### config.mk
export PLATFORM = sky130hd
export DESIGN_NAME = iiitb_gray_updown_cntr_flat
export DESIGN_NICKNAME = d
export VERILOG_FILES = /design/src/rtl/iiitb_gray_updown_cntr_if.sv /design/src/rtl/iiitb_gray_updown_cntr.sv /design/src/flat_wrapper.sv
export SDC_FILE = /design/constraint.sdc
export NUM_CORES = 1
export LEC_CHECK = 0
export ABC_AREA = 1
export ABC_CLOCK_PERIOD_IN_PS = 1900
export BUFFER_PORTS_ARGS = -buffer_cell sky130_fd_sc_hd__buf_2
export CAP_MARGIN = 40
export CORE_AREA = 2 2 39 41
export DETAILED_ROUTE_END_ITERATION = 16
export DIE_AREA = 0 0 41 43
export GPL_TIMING_DRIVEN = 0
export PLACE_DENSITY = 0.68
export SLEW_MARGIN = 20
export SYNTH_ARGS = -nofsm -noshare
export SYNTH_HDL_FRONTEND = slang
export SYNTH_SLANG_ARGS = --single-unit
### constraint.sdc
create_clock -name clk -period 1.9 [get_ports clk]
set_input_delay 0.38 -clock clk [delete_from_list [all_inputs] [get_ports clk]]
set_output_delay 0.38 -clock clk [all_outputs]
set_load 0.02 [all_outputs]
### src/rtl/iiitb_gray_updown_cntr_if.sv
// Control and result bundle for the Gray up/down counter.
// The master drives the count/load controls and the slave returns the registered outputs.
interface iiitb_gray_updown_cntr_if #(
  parameter int unsigned WIDTH = 4
);
  logic             en;
  logic             up_dn;
  logic             load;
  logic [WIDTH-1:0] load_gray;
  logic [WIDTH-1:0] bin_value;
  logic [WIDTH-1:0] gray_count;
  logic             tc;

  modport master (
    output en, up_dn, load, load_gray,
    input  bin_value, gray_count, tc
  );

  modport slave (
    input  en, up_dn, load, load_gray,
    output bin_value, gray_count, tc
  );
endinterface

### src/rtl/iiitb_gray_updown_cntr.sv
// Parametrised up/down counter with registered binary and Gray outputs, Gray-coded load,
// wrap or saturate at the limits, and a one-cycle terminal-count pulse.
module iiitb_gray_updown_cntr #(
  parameter int unsigned WIDTH    = 4,
  parameter bit          SATURATE = 1'b0
) (
  input logic                      clk,
  input logic                      rst,
  iiitb_gray_updown_cntr_if.slave  bus
);

  localparam logic [WIDTH-1:0] MaxVal = '1;
  localparam logic [WIDTH-1:0] MinVal = '0;

  logic [WIDTH-1:0] bin_q, bin_d;
  logic [WIDTH-1:0] gray_q, gray_d;
  logic             tc_q, tc_d;

  function automatic logic [WIDTH-1:0] gray2bin(input logic [WIDTH-1:0] g);
    logic [WIDTH-1:0] b;
    b[WIDTH-1] = g[WIDTH-1];
    for (int i = int'(WIDTH) - 2; i >= 0; i--) begin
      b[i] = b[i+1] ^ g[i];
    end
    return b;
  endfunction

  always_comb begin
    bin_d = bin_q;
    tc_d  = 1'b0;
    if (bus.load) begin
      bin_d = gray2bin(bus.load_gray);
    end else if (bus.en) begin
      if (bus.up_dn) begin
        if (bin_q == MaxVal) begin
          // At the limit tc fires in both modes; only wrap mode moves the count.
          tc_d  = 1'b1;
          bin_d = SATURATE ? bin_q : MinVal;
        end else begin
          bin_d = bin_q + 1'b1;
        end
      end else begin
        if (bin_q == MinVal) begin
          tc_d  = 1'b1;
          bin_d = SATURATE ? bin_q : MaxVal;
        end else begin
          bin_d = bin_q - 1'b1;
        end
      end
    end
    // Gray is encoded from the next binary value so both outputs leave the same flops edge.
    gray_d = bin_d ^ (bin_d >> 1);
  end

  always_ff @(posedge clk) begin
    if (rst) begin
      bin_q  <= '0;
      gray_q <= '0;
      tc_q   <= 1'b0;
    end else begin
      bin_q  <= bin_d;
      gray_q <= gray_d;
      tc_q   <= tc_d;
    end
  end

  assign bus.bin_value  = bin_q;
  assign bus.gray_count = gray_q;
  assign bus.tc         = tc_q;

endmodule

### src/flat_wrapper.sv
// flat-port wrapper written by rule: the top's interface ports become plain ports
module iiitb_gray_updown_cntr_flat 
#(
  parameter int unsigned WIDTH    = 4,
  parameter bit          SATURATE = 1'b0
)
  (clk, rst, bus_en, bus_up_dn, bus_load, bus_load_gray, bus_bin_value, bus_gray_count, bus_tc);
  iiitb_gray_updown_cntr_if #(.WIDTH(WIDTH)) bus_i ();
  input logic clk;
  input logic rst;
  input wire logic [$bits(bus_i.en)-1:0] bus_en;
  input wire logic [$bits(bus_i.up_dn)-1:0] bus_up_dn;
  input wire logic [$bits(bus_i.load)-1:0] bus_load;
  input wire logic [$bits(bus_i.load_gray)-1:0] bus_load_gray;
  output wire logic [$bits(bus_i.bin_value)-1:0] bus_bin_value;
  output wire logic [$bits(bus_i.gray_count)-1:0] bus_gray_count;
  output wire logic [$bits(bus_i.tc)-1:0] bus_tc;
  assign bus_i.en = bus_en;
  assign bus_i.up_dn = bus_up_dn;
  assign bus_i.load = bus_load;
  assign bus_i.load_gray = bus_load_gray;
  assign bus_bin_value = bus_i.bin_value;
  assign bus_gray_count = bus_i.gray_count;
  assign bus_tc = bus_i.tc;
  iiitb_gray_updown_cntr #(.WIDTH(WIDTH), .SATURATE(SATURATE)) u_core (.clk(clk), .rst(rst), .bus(bus_i));
endmodule
Yosys cells after proc, flatten, opt, wreduce, memory -nomap -nowiden
Index checks and enable logic that the tools add are counted.
{"block": "op_classes", "mux": 8, "n_eq_ne": 1, "addsub": 2, "n_reduce_logical": 2, "bitwise_logic": 5}
{"operator": "4-bit two-way mux", "count": 5}
{"operator": "4-bit by 1-bit adder with 4-bit output, second input constant", "count": 1}
{"operator": "4-bit equality test, second input constant", "count": 1}
{"operator": "4-bit zero test", "count": 1}
{"operator": "4-bit by 1-bit subtractor with 4-bit output, second input constant", "count": 1}
{"operator": "4-bit by 3-bit bitwise XOR with 4-bit output", "count": 1}
{"operator": "1-bit two-way mux", "count": 3}
{"operator": "3-bit OR reduction", "count": 1}
{"operator": "1-bit bitwise XOR", "count": 3}
{"operator": "1-bit NOT", "count": 1}
{"block": "totals", "wordCells": 21, "input_bits": 9, "reg_bits": 9, "output_inout_bits": 9}

Logic depth before layout (Yosys ltp)
Gate-level depths: netlist (run 1).
{"block": "depth", "depth_word": 6, "ltp_mapped": 11, "ltp_nobuf": 11}

Worst setup path after synthesis (run 1)
Ideal clock, no wire load.
{"block": "synth_path", "path_type": "reg2reg", "from": "register u_core.bin_q[0], in the netlist u_core.bus.bin_value[0]", "to": "register u_core.gray_q[0], in the netlist u_core.bus.gray_count[0]", "t_required_ns": 1.842, "n_path_buf": 0, "stages_incl_launch_ff": 11, "slack_ns": 0.368, "setup_time_ns": 0.058, "synth_period_minus_slack_ns": 1.532, "arrival_time_ns": 1.474, "path_cell_list": "dfxtp_1 > inv_2 > ha_1 > xor2_1 > nand2_1 > nand2_1 > nand2_2 > nand2_1 > nor2_2 > nand3_1 > nand2_1"}
{"block": "synth_between", "elab_chain_cells": 6, "elab_cells_between_ends": 10, "classes_between": "add/sub (2); eq/ne (1); mux (5); bitwise (1); reduce/logical (1)"}
{"element": "start, declared", "line_no": "iiitb_gray_updown_cntr.sv:15", "source": "logic [WIDTH-1:0] bin_q, bin_d;"}
{"element": "start signal, assigned", "line_no": "iiitb_gray_updown_cntr.sv:61", "source": "bin_q <= bin_d;"}
{"element": "4-bit by 1-bit subtractor with 4-bit output (tied with other cells)", "line_no": "iiitb_gray_updown_cntr.sv:47", "source": "bin_d = bin_q - 1'b1;"}
{"element": "4-bit two-way mux, on equally long branches", "line_no": "iiitb_gray_updown_cntr.sv:43, iiitb_gray_updown_cntr.sv:35"}
{"element": "4-bit two-way mux", "line_no": "iiitb_gray_updown_cntr.sv:34", "source": "if (bus.up_dn) begin"}
{"element": "4-bit two-way mux (*)", "line_no": "iiitb_gray_updown_cntr.sv:33", "source": "end else if (bus.en) begin"}
{"element": "4-bit two-way mux (*)", "line_no": "iiitb_gray_updown_cntr.sv:31", "source": "if (bus.load) begin"}
{"element": "4-bit by 3-bit bitwise XOR with 4-bit output (*)", "line_no": "iiitb_gray_updown_cntr.sv:52", "source": "gray_d = bin_d ^ (bin_d >> 1);"}
{"element": "end signal, assigned", "line_no": "iiitb_gray_updown_cntr.sv:62", "source": "gray_q <= gray_d;"}
{"element": "end, declared", "line_no": "iiitb_gray_updown_cntr.sv:16", "source": "logic [WIDTH-1:0] gray_q, gray_d;"}
Mark *: on every way between the ends. The rest lies on a longest branch, timed or not.
A chain may end at the register's enable or synchronous reset.

Final worst setup path (run 1)
Ends and elaborated chain as after synthesis.

==> results of run 1 <==
[Yosys cell counts (2+ instances only)]
library cell	n	area, sq um
inv_2	2	7.51
a21oi_1	3	15.0
nand3_2	2	20.0
dfxtp_1	8	160
inv_1	11	41.3
xor2_1	2	17.5
nand2_2	5	31.3
nor2_1	9	33.8
nand3_1	9	45.0
ha_1	2	25.0
nand2_1	23	86.3
[power by group]
group	switching (W)	internal (W)	leakage [nW]	total (W)
registers	0.0000172	0.000185	0.0663	0.000202
logic	0.000102	0.0000618	0.291	0.000164
clock network	0.0000551	0.0000721	0.0138	0.000127
[flip-flops by register name, indices dropped and copies added (netlist names)]
register               cells
u_core.bus.gray_count      4
u_core.bus.bin_value       3
u_core.bus.tc              1
[routing by layer]
| metal | vias up | share of wire, % |
|---|---|---|
| li1 | 312 | - |
| met1 | 249 | 48 |
| met2 | 12 | 48 |
| met3 | 0 | 4.3 |
| met4 | 0 | 0 |
| met5 | - | 0 |
[stage by stage]
stage                     utilization (%)  hold WS, ns  area (sq um)  total power [W]  setup WS, ns
after floorplan                         -        0.449           563         0.000319         0.368
after global placement               48.3        0.650           668         0.000366         0.363
after detailed placement             48.3        0.658           668         0.000370         0.356
after CTS                            49.9        0.398           691         0.000495         0.341
after global routing                 49.9        0.395           691         0.000529         0.189
final                                49.9        0.400           691         0.000493         0.333
[area by class of cell]
| type | instances | area share (%) |
|---|---|---|
| Sequential cell | 8 | 23.2 |
| Inverter | 13 | 7.07 |
| Multi-Input combinational cell | 64 | 50.2 |
| Timing Repair Buffer | 17 | 12.3 |
| Buffer | 1 | 1.09 |
| Tap cell | 16 | 2.90 |
| Clock buffer | 3 | 3.26 |
[logic make-up after synthesis]
kind of cell / Yosys count
adder cells (fa/ha/maj): 2
AO/OA/AOI/OAI: 8
flip-flops: 8
AND/OR/NAND/NOR: 51
XOR/XNOR: 3
buffers and inverters: 14
[path summary, 6_finish.rpt]
check,to
max,u_core.bus.gray_count[0]
min,u_core.bus.gray_count[3]
max reg2reg,u_core.bus.gray_count[0]
min reg2reg,u_core.bus.tc
==> impl_metrics.json, run 1 <==
{
  "synth_nets": 97,
  "area_delta_synth_final_pct": 22.7,
  "reg2reg_depth": 10,
  "crit_top_cell": "nand2_1",
  "gp_congestion": 0.769,
  "maxSlewHeadroom_pct": 81.7,
  "hold_class": "input port to flip-flop",
  "via_per_inst": 4.70,
  "design.die.area_sq_um": 1760,
  "clock_latency_ns": 0.25,
  "crit_path_end_kind": "flip-flop",
  "vias": 573,
  "grt_pass1_vias": 447,
  "drv_slew": 0,
  "synth-main-ff-cell": "dfxtp_1",
  "startpoint": "u_core.bus.bin_value[0]",
  "io_pins": 18,
  "cellPowerDensity_nw_per_um2": 714,
  "synth_compound_area_share_pct": 10.7,
  "crit_type": "flip-flop to flip-flop",
  "drive_above_1_share_pct": 33.0,
  "wl_per_cell_um": 9.52,
  "synth_top_family_by_area": "simple AND/OR/NAND/NOR gates",
  "crit_buf_inv": 1,
  "yosysUniqueCellTypes": 21,
  "grt_start_max_net_pins": 9,
  "yosys_register_bits": 8,
  "dp_hpwl_um": 945,
  "crit_path_cell_trace": "inv_2 > ha_1 > xor2_1 > nand2_1 > nand2_1 > nand2_2 > nand2_1 > nor2_2 > nand3_1 > nand2_1",
  "place_inst": 119,
  "cts_buffer_depth": 2,
  "grt_overflow": 0,
  "yosys.area_share.simple_pct": 41.8,
  "grt.met1_usage_pct": 16.9,
  "hold_path_depth": 2,
  "num_rows": 14,
  "first_pass_iters": 4,
  "cts_hold_buf": 0,
  "hold_violations": 0,
  "final_cell_mix": "nand2_1, buf_2, inv_1, nor2_1, nand3_1",
  "rsz0062_at_grt": "false",
  "track_usage_pct": 13.5,
  "run_status": "finished, final reports clean",
  "root_buffer": "clkbuf_4",
  "crit_family": "simple AND/OR/NAND/NOR gates",
  "yosysWarnings": 0,
  "crit_required_ns": 2.10,
  "htreeDepth": 1,
  "cts_resized": 0,
  "core-area_sq_um": 1380,
  "synth_area_per_cell_sq_um": 6.55,
  "muxShareOfSynthArea_pct": 0,
  "min_period_over_period_pct": 82.5,
  "tightestPinTransition_ns": 0.274,
  "numCtsBuffers": 3,
  "crit_path_start_kind": "flip-flop",
  "async_reset_ff_share_pct": 0,
  "die_w_um": 41,
  "synthAdderAreaFrac_pct": 4.44,
  "peakVddDrop_mv": 0.455,
  "cap_viol_max_count": 0,
  "routed_wirelength_um": 1160,
  "cpPeakStageDelay_ns": 0.47,
  "grt_pass1_wl_um": 1640,
  "yosysSeqAreaShare_pct": 28.4,
  "seqCellArea_sq_um": 160,
  "skew_ns": 0.00446,
  "floorplan.initialDensity_pct": 40.7,
  "n_fill_cell": 148,
  "cts_sinks": 8,
  "grt.met2_usage_pct": 21.9,
  "netlist_area_sq_um": 563,
  "route.detailed.drc": 0,
  "cts_setup_buffers": 0,
  "finalSetupViolCount": 0,
  "clk_pin_slew_worst_paths_ns": 0.05,
  "multi_input_area_sq_um": 347,
  "layout_commonest_cell": "nand2_1",
  "io_buffers": 17,
  "top_usage_layer": "met2",
  "cp_max_fo": 7,
  "cp.depth": 10,
  "min_from": "rst",
  "r2r-start": "u_core.bus.bin_value[0]",
  "cp.arrival_ns": 1.77,
  "cp_slowest_cell": "dfxtp_1",
  "die_h_um": 43,
  "syn_inst": 86,
  "fin_crit_ns": 1.57,
  "drt-initial-drc-count": 12,
  "grt_util_met3_pct": 3.14,
  "r2r_slack_ns": 0.33,
  "nNetsFinal": 119,
  "n_antenna_cell": 0,
  "power.leakage_nw": 0.372,
  "antenna_found_initial": 0,
  "synth_edf_count": 0,
  "drt.antenna.violating_nets": 0,
  "tns_ns": 0,
  "synth_xor_xnor_area_share_pct": 4.67,
  "max_freq_ghz": 0.638,
  "cts_tree": "done",
  "final_cells": 122
}
Note: power is estimated with default switching activity, not from simulation.
==> inputs of run 2 (changes only) <==
Settings changed: ABC_CLOCK_PERIOD_IN_PS 1900 to 1300, CORE_AREA 2 2 39 41 to default, CORE_MARGIN from default to 1.5, CORE_UTILIZATION from default to 43, DIE_AREA 0 0 41 43 to default, PLACE_DENSITY 0.68 to 0.72.
Clock period 1.9 ns to 1.3 ns, I/O delays scaled along.
==> impl_metrics.json, run 2 (synthesized netlist as in run 1, its figures left out) <==
{
  "floorplan.initialDensity_pct": 48.7,
  "power_w": 0.000774,
  "die_w_um": 39.2,
  "cellPowerDensity_nw_per_um2": 996,
  "cp_max_fo": 5,
  "cts_buffer_depth": 2,
  "numCtsBuffers": 3,
  "grt_pass1_wl_um": 2010,
  "routed_wirelength_um": 1290,
  "min_from": "rst",
  "drv_slew": 0,
  "largest_reg_flops": 4,
  "dp_hpwl_um": 920,
  "route.detailed.drc": 0,
  "crit_type": "flip-flop to flip-flop",
  "finalSetupViolCount": 3,
  "gp_congestion": 0.796,
  "io_pins": 18,
  "n_antenna_cell": 0,
  "grt_pass1_vias": 497,
  "violations": "setup timing",
  "io_buffers": 17,
  "peakVddDrop_mv": 0.419,
  "first_pass_iters": 4,
  "r2r-start": "u_core.bus.bin_value[1]",
  "hold_class": "input port to flip-flop",
  "layout_commonest_cell": "nand2_1",
  "grt_start_max_net_pins": 9,
  "drive_above_1_share_pct": 47.7,
  "rsz0062_at_grt": "true",
  "wl_per_cell_um": 10.5,
  "holdWs_ns": 0.293,
  "vias": 621,
  "cp.arrival_ns": 1.51,
  "drt-initial-drc-count": 26,
  "skew_ns": 0.00207,
  "cts_tree": "done",
  "crit_path_end_kind": "flip-flop",
  "tightestPinTransition_ns": 0.280,
  "area_delta_synth_final_pct": 38.0,
  "antenna_found_initial": 0,
  "hold_violations": 0,
  "die_h_um": 39.2,
  "startpoint": "u_core.bus.bin_value[1]",
  "cts_hold_buf": 0,
  "power.leakage_nw": 0.389,
  "final_cell_mix": "nand2_1, buf_2, inv_1, nand2_2, nand3_1",
  "via_per_inst": 5.05,
  "core-area_sq_um": 1160,
  "cts_sinks": 8,
  "clk_pin_slew_worst_paths_ns": 0.05,
  "maxSlewHeadroom_pct": 81.4,
  "run_status": "complete, but fails checks",
  "num_rows": 12,
  "crit_required_ns": 1.45,
  "nNetsFinal": 122,
  "grt_overflow": 0,
  "root_buffer": "clkbuf_4",
  "cap_viol_max_count": 0,
  "clock_latency_ns": 0.25,
  "crit_path_start_kind": "flip-flop",
  "design.die.area_sq_um": 1540,
  "min_period_over_period_pct": 105,
  "htreeDepth": 1,
  "track_usage_pct": 19.0,
  "drt.antenna.violating_nets": 0,
  "fin_crit_ns": 1.36,
  "worst_slack_ns": -0.0638,
  "tns_ns": -0.139,
  "max_freq_ghz": 0.733
}
-- run 2: through the flow --
step	util (%)	std cells	setup WS [ns]	area, sq um
finish	67.2	123	-0.0638	777
global route	67.2	123	-0.120	777
CTS	63.0	122	-0.0511	728
detailed placement	59.5	117	-0.0845	688
global placement	59.5	117	-0.0550	688
floorplan	-	86	-0.0186	586
-- run 2: layout make-up --
type                       count  area [sq um]
timing repair buffer          20           108
clock buffer                   3          22.5
sequential                     8           169
fill                         103           379
multi-input combinational     64           402
buffer                         1          7.51
inverter                      13          51.3
tap                           14          17.5
-- run 2: repair_timing --
item                                    CTS  global route
cloned                                    0             0
buffers inserted                          2             1
resized for setup                         2            11
endpoints found under the setup margin    3             8
pin swaps                                 4             3
-- run 2: critical path, cell delays in order (launching register included) --
cell     delay (ns)
dfxtp_4        0.38
inv_2          0.05
ha_4           0.26
xor2_1         0.14
nand2_1        0.06
nand2_1        0.07
nand2_2        0.07
nand2_2        0.08
nor2_4         0.05
nand2_1        0.06
nand2_1        0.04
-- run 2: path summary, 6_finish.rpt --
| kind | slack [ns] | cells after the start | endpoint |
|---|---|---|---|
| setup / recovery | -0.06 | 10 | u_core.bus.gray_count[1] |
| hold / removal | 0.29 | 2 | u_core.bus.bin_value[1] |
| setup reg to reg | -0.06 | 10 | u_core.bus.gray_count[1] |
| hold reg to reg | 0.67 | 4 | u_core.bus.tc |
-- run 2: power by group --
part	internal, W	leakage (nW)	switching [W]
Combinational	0.000117	0.307	0.000173
Clock	0.000105	0.0138	0.0000812
Sequential	0.000271	0.0678	0.0000251
Total	0.000494	0.389	0.000280
-- run 2: metal layers --
layer | track usage (%) | up-vias | part of all wire [%]
met5 | 0 | - | 0
met1 | 25.2 | 278 | 46
met3 | 3.47 | 0 | 4.6
met4 | 5.17 | 0 | 0
met2 | 30.8 | 23 | 49
li1 | - | 320 | -
